==> src/rtl/timeout_controller.sv <==
// Programmable 100 ms timeout sequencer; owns reset/enable of the timebase chain.
// Optional periodic mode: define TIMEOUT_AUTO_RELOAD_EN.
package timeout_pkg;
  typedef enum logic [1:0] {
    S_IDLE  = 2'b00,
    S_RUN   = 2'b01,
    S_PAUSE = 2'b10,
    S_DONE  = 2'b11
  } tstate_t;
endpackage

module timeout_controller
  import timeout_pkg::*;
#(
  parameter int W = 8
) (
  input  logic         clk,
  input  logic         rst,
  input  logic         cmd_start,
  input  logic         cmd_pause,
  input  logic         cmd_clear,
  input  logic [W-1:0] load_val,
  input  logic         tick,
  output logic         chain_rst_n,
  output logic         chain_en,
  output logic [W-1:0] remaining,
  output logic [1:0]   state,
  output logic         busy,
  output logic         expired
);

  tstate_t st_q;
  logic    clr_c;
  logic    start_c;
  logic    pause_c;
  logic    term;

  assign clr_c   = cmd_clear;
  assign start_c = cmd_start & ~cmd_clear;
  assign pause_c = cmd_pause & ~cmd_clear & ~cmd_start;
  assign term    = tick && (remaining == W'(1));
  assign state   = st_q;

`ifdef TIMEOUT_AUTO_RELOAD_EN
  logic [W-1:0] reload_q;

  always_ff @(posedge clk) begin
    if (!rst) begin
      reload_q <= '0;
    end else if (start_c) begin
      reload_q <= load_val;
    end
  end
`endif

  always_ff @(posedge clk) begin
    if (!rst) begin
      st_q        <= S_IDLE;
      remaining   <= '0;
      chain_rst_n <= 1'b0;
      chain_en    <= 1'b0;
      busy        <= 1'b0;
      expired     <= 1'b0;
    end else begin
      expired <= 1'b0;
      unique case (1'b1)
        clr_c: begin
          st_q        <= S_IDLE;
          remaining   <= '0;
          chain_rst_n <= 1'b0;
          chain_en    <= 1'b0;
          busy        <= 1'b0;
        end
        start_c: begin
          if (load_val == '0) begin
            st_q        <= S_DONE;
            remaining   <= '0;
            expired     <= 1'b1;
            chain_rst_n <= 1'b0;
            chain_en    <= 1'b0;
            busy        <= 1'b0;
          end else begin
            st_q        <= S_RUN;
            remaining   <= load_val;
            // a retrigger from RUN/PAUSE re-phases the chain with a 1-cycle reset
            chain_rst_n <= ~busy;
            chain_en    <= 1'b1;
            busy        <= 1'b1;
          end
        end
        default: begin
          unique case (st_q)
            S_RUN: begin
              chain_rst_n <= 1'b1;
              if (term) begin
                expired <= 1'b1;
`ifdef TIMEOUT_AUTO_RELOAD_EN
                remaining <= reload_q;
                if (pause_c) begin
                  st_q     <= S_PAUSE;
                  chain_en <= 1'b0;
                end
`else
                remaining   <= '0;
                st_q        <= S_DONE;
                chain_rst_n <= 1'b0;
                chain_en    <= 1'b0;
                busy        <= 1'b0;
`endif
              end else begin
                if (tick) begin
                  remaining <= remaining - 1'b1;
                end
                if (pause_c) begin
                  st_q     <= S_PAUSE;
                  chain_en <= 1'b0;
                end
              end
            end
            S_PAUSE: begin
              if (pause_c) begin
                st_q     <= S_RUN;
                chain_en <= 1'b1;
              end
            end
            default: begin
            end
          endcase
        end
      endcase
    end
  end

endmodule

==> config.mk <==
export PLATFORM = sky130hd
export DESIGN_NAME = timeout_controller
export DESIGN_NICKNAME = d
export VERILOG_FILES = /design/src/rtl/timeout_controller.sv
export SDC_FILE = /design/constraint.sdc
export NUM_CORES = 1
export LEC_CHECK = 0
export ABC_AREA = 0
export CAP_MARGIN = 5
export CORE_MARGIN = 2
export CORE_UTILIZATION = 45
export CTS_CLUSTER_SIZE = 40
export DETAILED_ROUTE_END_ITERATION = 16
export HOLD_SLACK_MARGIN = 0.05
export PLACE_DENSITY_LB_ADDON = 0.1
export SLEW_MARGIN = 10
export SYNTH_ARGS = -nofsm -noshare
export SYNTH_HDL_FRONTEND = slang
export SYNTH_SLANG_ARGS = --single-unit
==> constraint.sdc <==
create_clock -name clk -period 3.6 [get_ports clk]
set_input_delay 0.72 -clock clk [delete_from_list [all_inputs] [get_ports clk]]
set_output_delay 0.72 -clock clk [all_outputs]
set_load 0.05 [all_outputs]
[Word level (Yosys, flattened, before mapping)]
Index checks and enable logic that the tools add are counted.
Widths: inputs -> output; s select.
Word-level totals
  bits in latches: 0
  register bits after elaboration: 14
  ROM bits: 0
  memories kept: 0
  output and inout port bits: 14
  bits in writable memories: 0
  input port bits: 14
Cells by class
  bitwise operators: 6
  multiply operators: 0
  div/mod/pow operators: 0
  multiplexer cells: 28
  shift-type cells: 0
  equality and inequality tests: 5
  reduce and logical (&&, ||, !) cells: 9
  order comparisons: 0
  add/subtract/negate cells: 1
Operators by type and width (number)
  $mux 8: 4
  $pmux 8 s2: 1
  $mux 1: 12
  $pmux 1 s2: 5
  $eq 8x1->1 const B: 1
  $logic_not 8->1: 1
  $mux 2: 4
  $pmux 2 s2: 2
  $reduce_bool 4->1: 2
  $sub 8x1->8 const B: 1
  $reduce_bool 3->1: 2
  $ne 5x5->1 const B: 1
  $ne 4x4->1 const B: 1
  $reduce_and 2->1: 2
  $and 1x1->1: 3
  $not 1->1: 3
  $reduce_and 3->1: 1
  $eq 2x1->1 const B: 1
  $eq 2x2->1 const B: 1
  $logic_and 1x1->1: 1

[Longest topological paths before layout]
  depth in word-level cells: 7
  gate-level depth with buffers: 7
  gate-level depth less buffers: 6

[Worst setup path before layout]
Ideal clock, no wire load.
  path kind: register -> register
  start point: reg remaining[1]
  end point: reg st_q[0], in the netlist state[0]
  path slack: 1.442 ns
  buffers on the path: 0
  stages on the path, launching flop included: 7
  setup time: 0.121 ns
  clock period less this slack: 2.158 ns
  arrival: 2.037 ns
  cells stage by stage: dfxtp_1 inv_1 ha_1 nor4bb_1 a21o_4 o32ai_2 mux2_2
On the way
  cells in the longest elaborated chain, start to end: 5
  elaborated cells between the ends (all ways): 7
RTL lines
  start, declared: RTL line 26  | output logic [W-1:0] remaining,
  start signal, assigned: RTL line 84  | remaining <= load_val;
  start signal, assigned: RTL line 112  | remaining <= remaining - 1'b1;
  $eq 8x1->1 (*): RTL line 41  | assign term = tick && (remaining == W'(1));
  $logic_and 1x1->1 (*): RTL line 41
  $mux 2: RTL line 95  | if (term) begin
  $pmux 2 s2: RTL line 92  | unique case (st_q)
  $pmux 2 s2: RTL line 66  | unique case (1'b1)
  end signal, assigned: RTL line 68  | st_q <= S_IDLE;
  end signal, assigned: RTL line 76  | st_q <= S_DONE;
  end signal, assigned: RTL line 105  | st_q <= S_DONE;
  end, declared: RTL line 32  | tstate_t st_q;
Every way passes the cells marked *; elsewhere a longest branch is shown, timed or not.
A chain may end at the register's enable or synchronous reset.

[Final worst setup path]
  start point: in cmd_start
  end point: reg chain_rst_n
On the way
  cells in the longest elaborated chain, start to end: 2
  elaborated cells between the ends (all ways): 3
RTL lines
  start, declared: RTL line 19  | input logic cmd_start,
  $and 1x1->1 (*): RTL line 39  | assign start_c = cmd_start & ~cmd_clear;
  $pmux 1 s2 or $reduce_bool 3->1 (tied branches)
  end signal, assigned: RTL line 86  | chain_rst_n <= ~busy;
  end, declared: RTL line 24  | output logic chain_rst_n,
Marked as above.

==> results.json <==
{
  "post-route-period-util": 0.713,
  "syn-mean-instance-area_um2": 8.15,
  "crit_arrival_ns": 2.77,
  "track_usage": 0.228,
  "fp.dieH_um": 49.6,
  "synth-edff-count": 0,
  "setup_slack_ns": 1.03,
  "path_cells": "clkdlybuf4s50_1, nor2b_1, or3b_2, a221oi_1",
  "synthCells": 115,
  "synth_top_area_frac": 0.299,
  "cts_buffers": 3,
  "die_w_um": 49.6,
  "ir_worst_vdd_mv": 0.252,
  "p_leak_nw": 0.451,
  "worst_pin_slew_ns": 0.697,
  "clockBufferDepth": 2,
  "ioPinCount": 28,
  "rows": 16,
  "clock-skew-final_ns": 0.00972,
  "yosys-top-cells-area": "dfxtp_1 30%, ha_1 5.3%, a21oi_1 4.8%, nand2_1 4.0%, inv_1 3.6%",
  "slew_headroom": 0.529,
  "p_comb_frac": 0.302,
  "antenna_found_initial": 0,
  "drtIter0Drc": 39,
  "dr.pass1.iters": 4,
  "final_common_cell": "clkdlybuf4s50_1",
  "layout-drive-gt1-share": 0.106,
  "critical_path.endpoint_type": "register",
  "startpoint": "cmd_start",
  "fin_nets": 161,
  "p_switching_mw": 0.139,
  "diodes": 0,
  "dp_slack_ns": 0.754,
  "vias_per_cell": 5.87,
  "core_area_um2": 1960,
  "clk_latency_ns": 0.29,
  "min_from": "chain_en",
  "reg2reg_from": "remaining[0]",
  "finalCriticalPeriod_ns": 2.57,
  "drt-total-wl_mm": 2.55,
  "path_clk_slew_ns": 0.10,
  "p_sw_frac": 0.334,
  "status": "complete, no violations",
  "crit_path_start_kind": "primary input",
  "initial_core_util": 0.478,
  "drc": 0,
  "synth_nets": 133,
  "cts_tree": "yes",
  "ys_async_sr_fraction": 0,
  "r2r_end": "expired",
  "crit_type": "in2reg",
  "crit_path_end": "chain_rst_n",
  "yosys_warnings": 0,
  "powerDensity_nw_per_um2": 333,
  "cts-root-buf": "clkbuf_4",
  "ys_seq_area_frac": 0.299,
  "slew_viol_final": 0,
  "vias": 992,
  "ant_nets": 0,
  "required_ns": 3.81,
  "ys.flop_type": "dfxtp_1",
  "hold_buffers": 0,
  "gp_congestion": 0.818,
  "grt_start_max_net_pins": 20,
  "r2r_setup_slack_ns": 1.52,
  "cpPeakStageDelay_ns": 0.82,
  "rr_worst_depth": 5,
  "hpwl_mm": 1.97,
  "cts_max_level": 1,
  "ys_types": 42,
  "setup_violations": 0,
  "path_max_fanout": 19,
  "post-route-util": 0.640,
  "finalHoldViolCount": 0,
  "rsz0062_at_grt": "false",
  "max_freq_mhz": 389,
  "grt.overflow.total": 0,
  "dieArea_um2": 2460,
  "clock_sinks": 14,
  "grt_pass1_wl_mm": 4.28,
  "clkPwrFrac": 0.284,
  "wl_per_cell_um": 15.1,
  "p_seq_frac": 0.414,
  "port_buffers": 27,
  "grt_pass1_vias": 928,
  "setup_tns_ns": 0,
  "post_cts_resized": 0,
  "synth.largest_area_cell": "dfxtp_1",
  "synth_seq_cells": 14,
  "total_power_mw": 0.418,
  "syn2layout_area_growth_pct": 33.9,
  "cap_violations": 0,
  "p_int_mw": 0.279,
  "synthesis.area_um2": 937,
  "hold_class": "reg2reg",
  "final_cell_mix": "27 x clkdlybuf4s50_1, 14 x dfxtp_1, 10 x nand2_1, 9 x inv_1, 9 x a21oi_1",
  "cts_setup_buffers": 0,
  "slowest_stage": "clkdlybuf4s50_1"
}
[critical path, delay by kind of cell]
| kind | cells | cell delay, ns |
|---|---|---|
| buf+inv | 1 | 0.82 |
| compound gates | 1 | 0.28 |
| simple gates | 2 | 0.95 |
[worst min-delay path by stage]
stage                     endpoint  cells after the start  slack, ns
final                     chain_en                      2       0.48
after CTS                 chain_en                      2       0.48
after floorplan           chain_en                      2       0.67
after global placement    chain_en                      2       0.47
after detailed placement  chain_en                      2       0.46
after global routing      chain_en                      2       0.51
[layer usage]
metal | vias up | track usage | part of all wire
li1 | 486 | - | -
met1 | 453 | 0.298 | 0.44
met2 | 49 | 0.362 | 0.49
met3 | 4 | 0.0364 | 0.058
met4 | 0 | 0.111 | 0.012
met5 | - | 0 | 0
[cell usage after synthesis (all sizes together), types with 2 or more instances]
cell,number
inv,9
nor3,5
ha,4
or3,2
nand3b,2
nand2,10
nor4,4
o21a,2
o221a,2
or4,3
or2,2
a21oi,9
o21ai,4
nor2,8
nand2b,2
dfxtp,14
or3b,2
clkbuf,3
a31oi,2
nor2b,5
o41ai,2
[layout make-up]
| cell class | count | area [µm²] |
|---|---|---|
| Fill cell | 183 | 707 |
| Clock buffer | 4 | 36.3 |
| Inverter | 9 | 33.8 |
| Timing Repair Buffer | 27 | 270 |
| Sequential cell | 14 | 280 |
| Tap cell | 27 | 33.8 |
| Multi-Input combinational cell | 88 | 601 |
[stage by stage]
step                instance area, µm²  hold WS, ns  instances
floorplan                          937        0.672        115
global placement                  1220        0.472        165
detailed placement                1220        0.464        165
CTS                               1250        0.476        169
global route                      1250        0.506        169
finish                            1250        0.475        169
[registers in the layout, indices dropped and copies added, names as in the netlist]
register and flops:
busy 1, chain_en 1, chain_rst_n 1, expired 1
remaining 8, state 2
[power by group through the flow]
stage          sequential (mW)  clock (mW)  combinational, mW
2_1_floorplan            0.202           0             0.0541
3_3_place_gp             0.176           0              0.123
3_5_place_dp             0.176           0              0.125
4_1_cts                  0.173       0.122              0.125
5_1_grt                  0.175       0.129              0.136
6_report                 0.173       0.119              0.126
[cell families after synthesis]
group,Yosys count,synth area share
AO/OA/AOI/OAI,33,0.266
AND/OR/NAND/NOR,49,0.299
flip-flops,14,0.299
multiplexers,2,0.0227
buffers and inverters,13,0.0601
adder cells (fa/ha/maj),4,0.0534
Power figures use the tool's default switching activity.
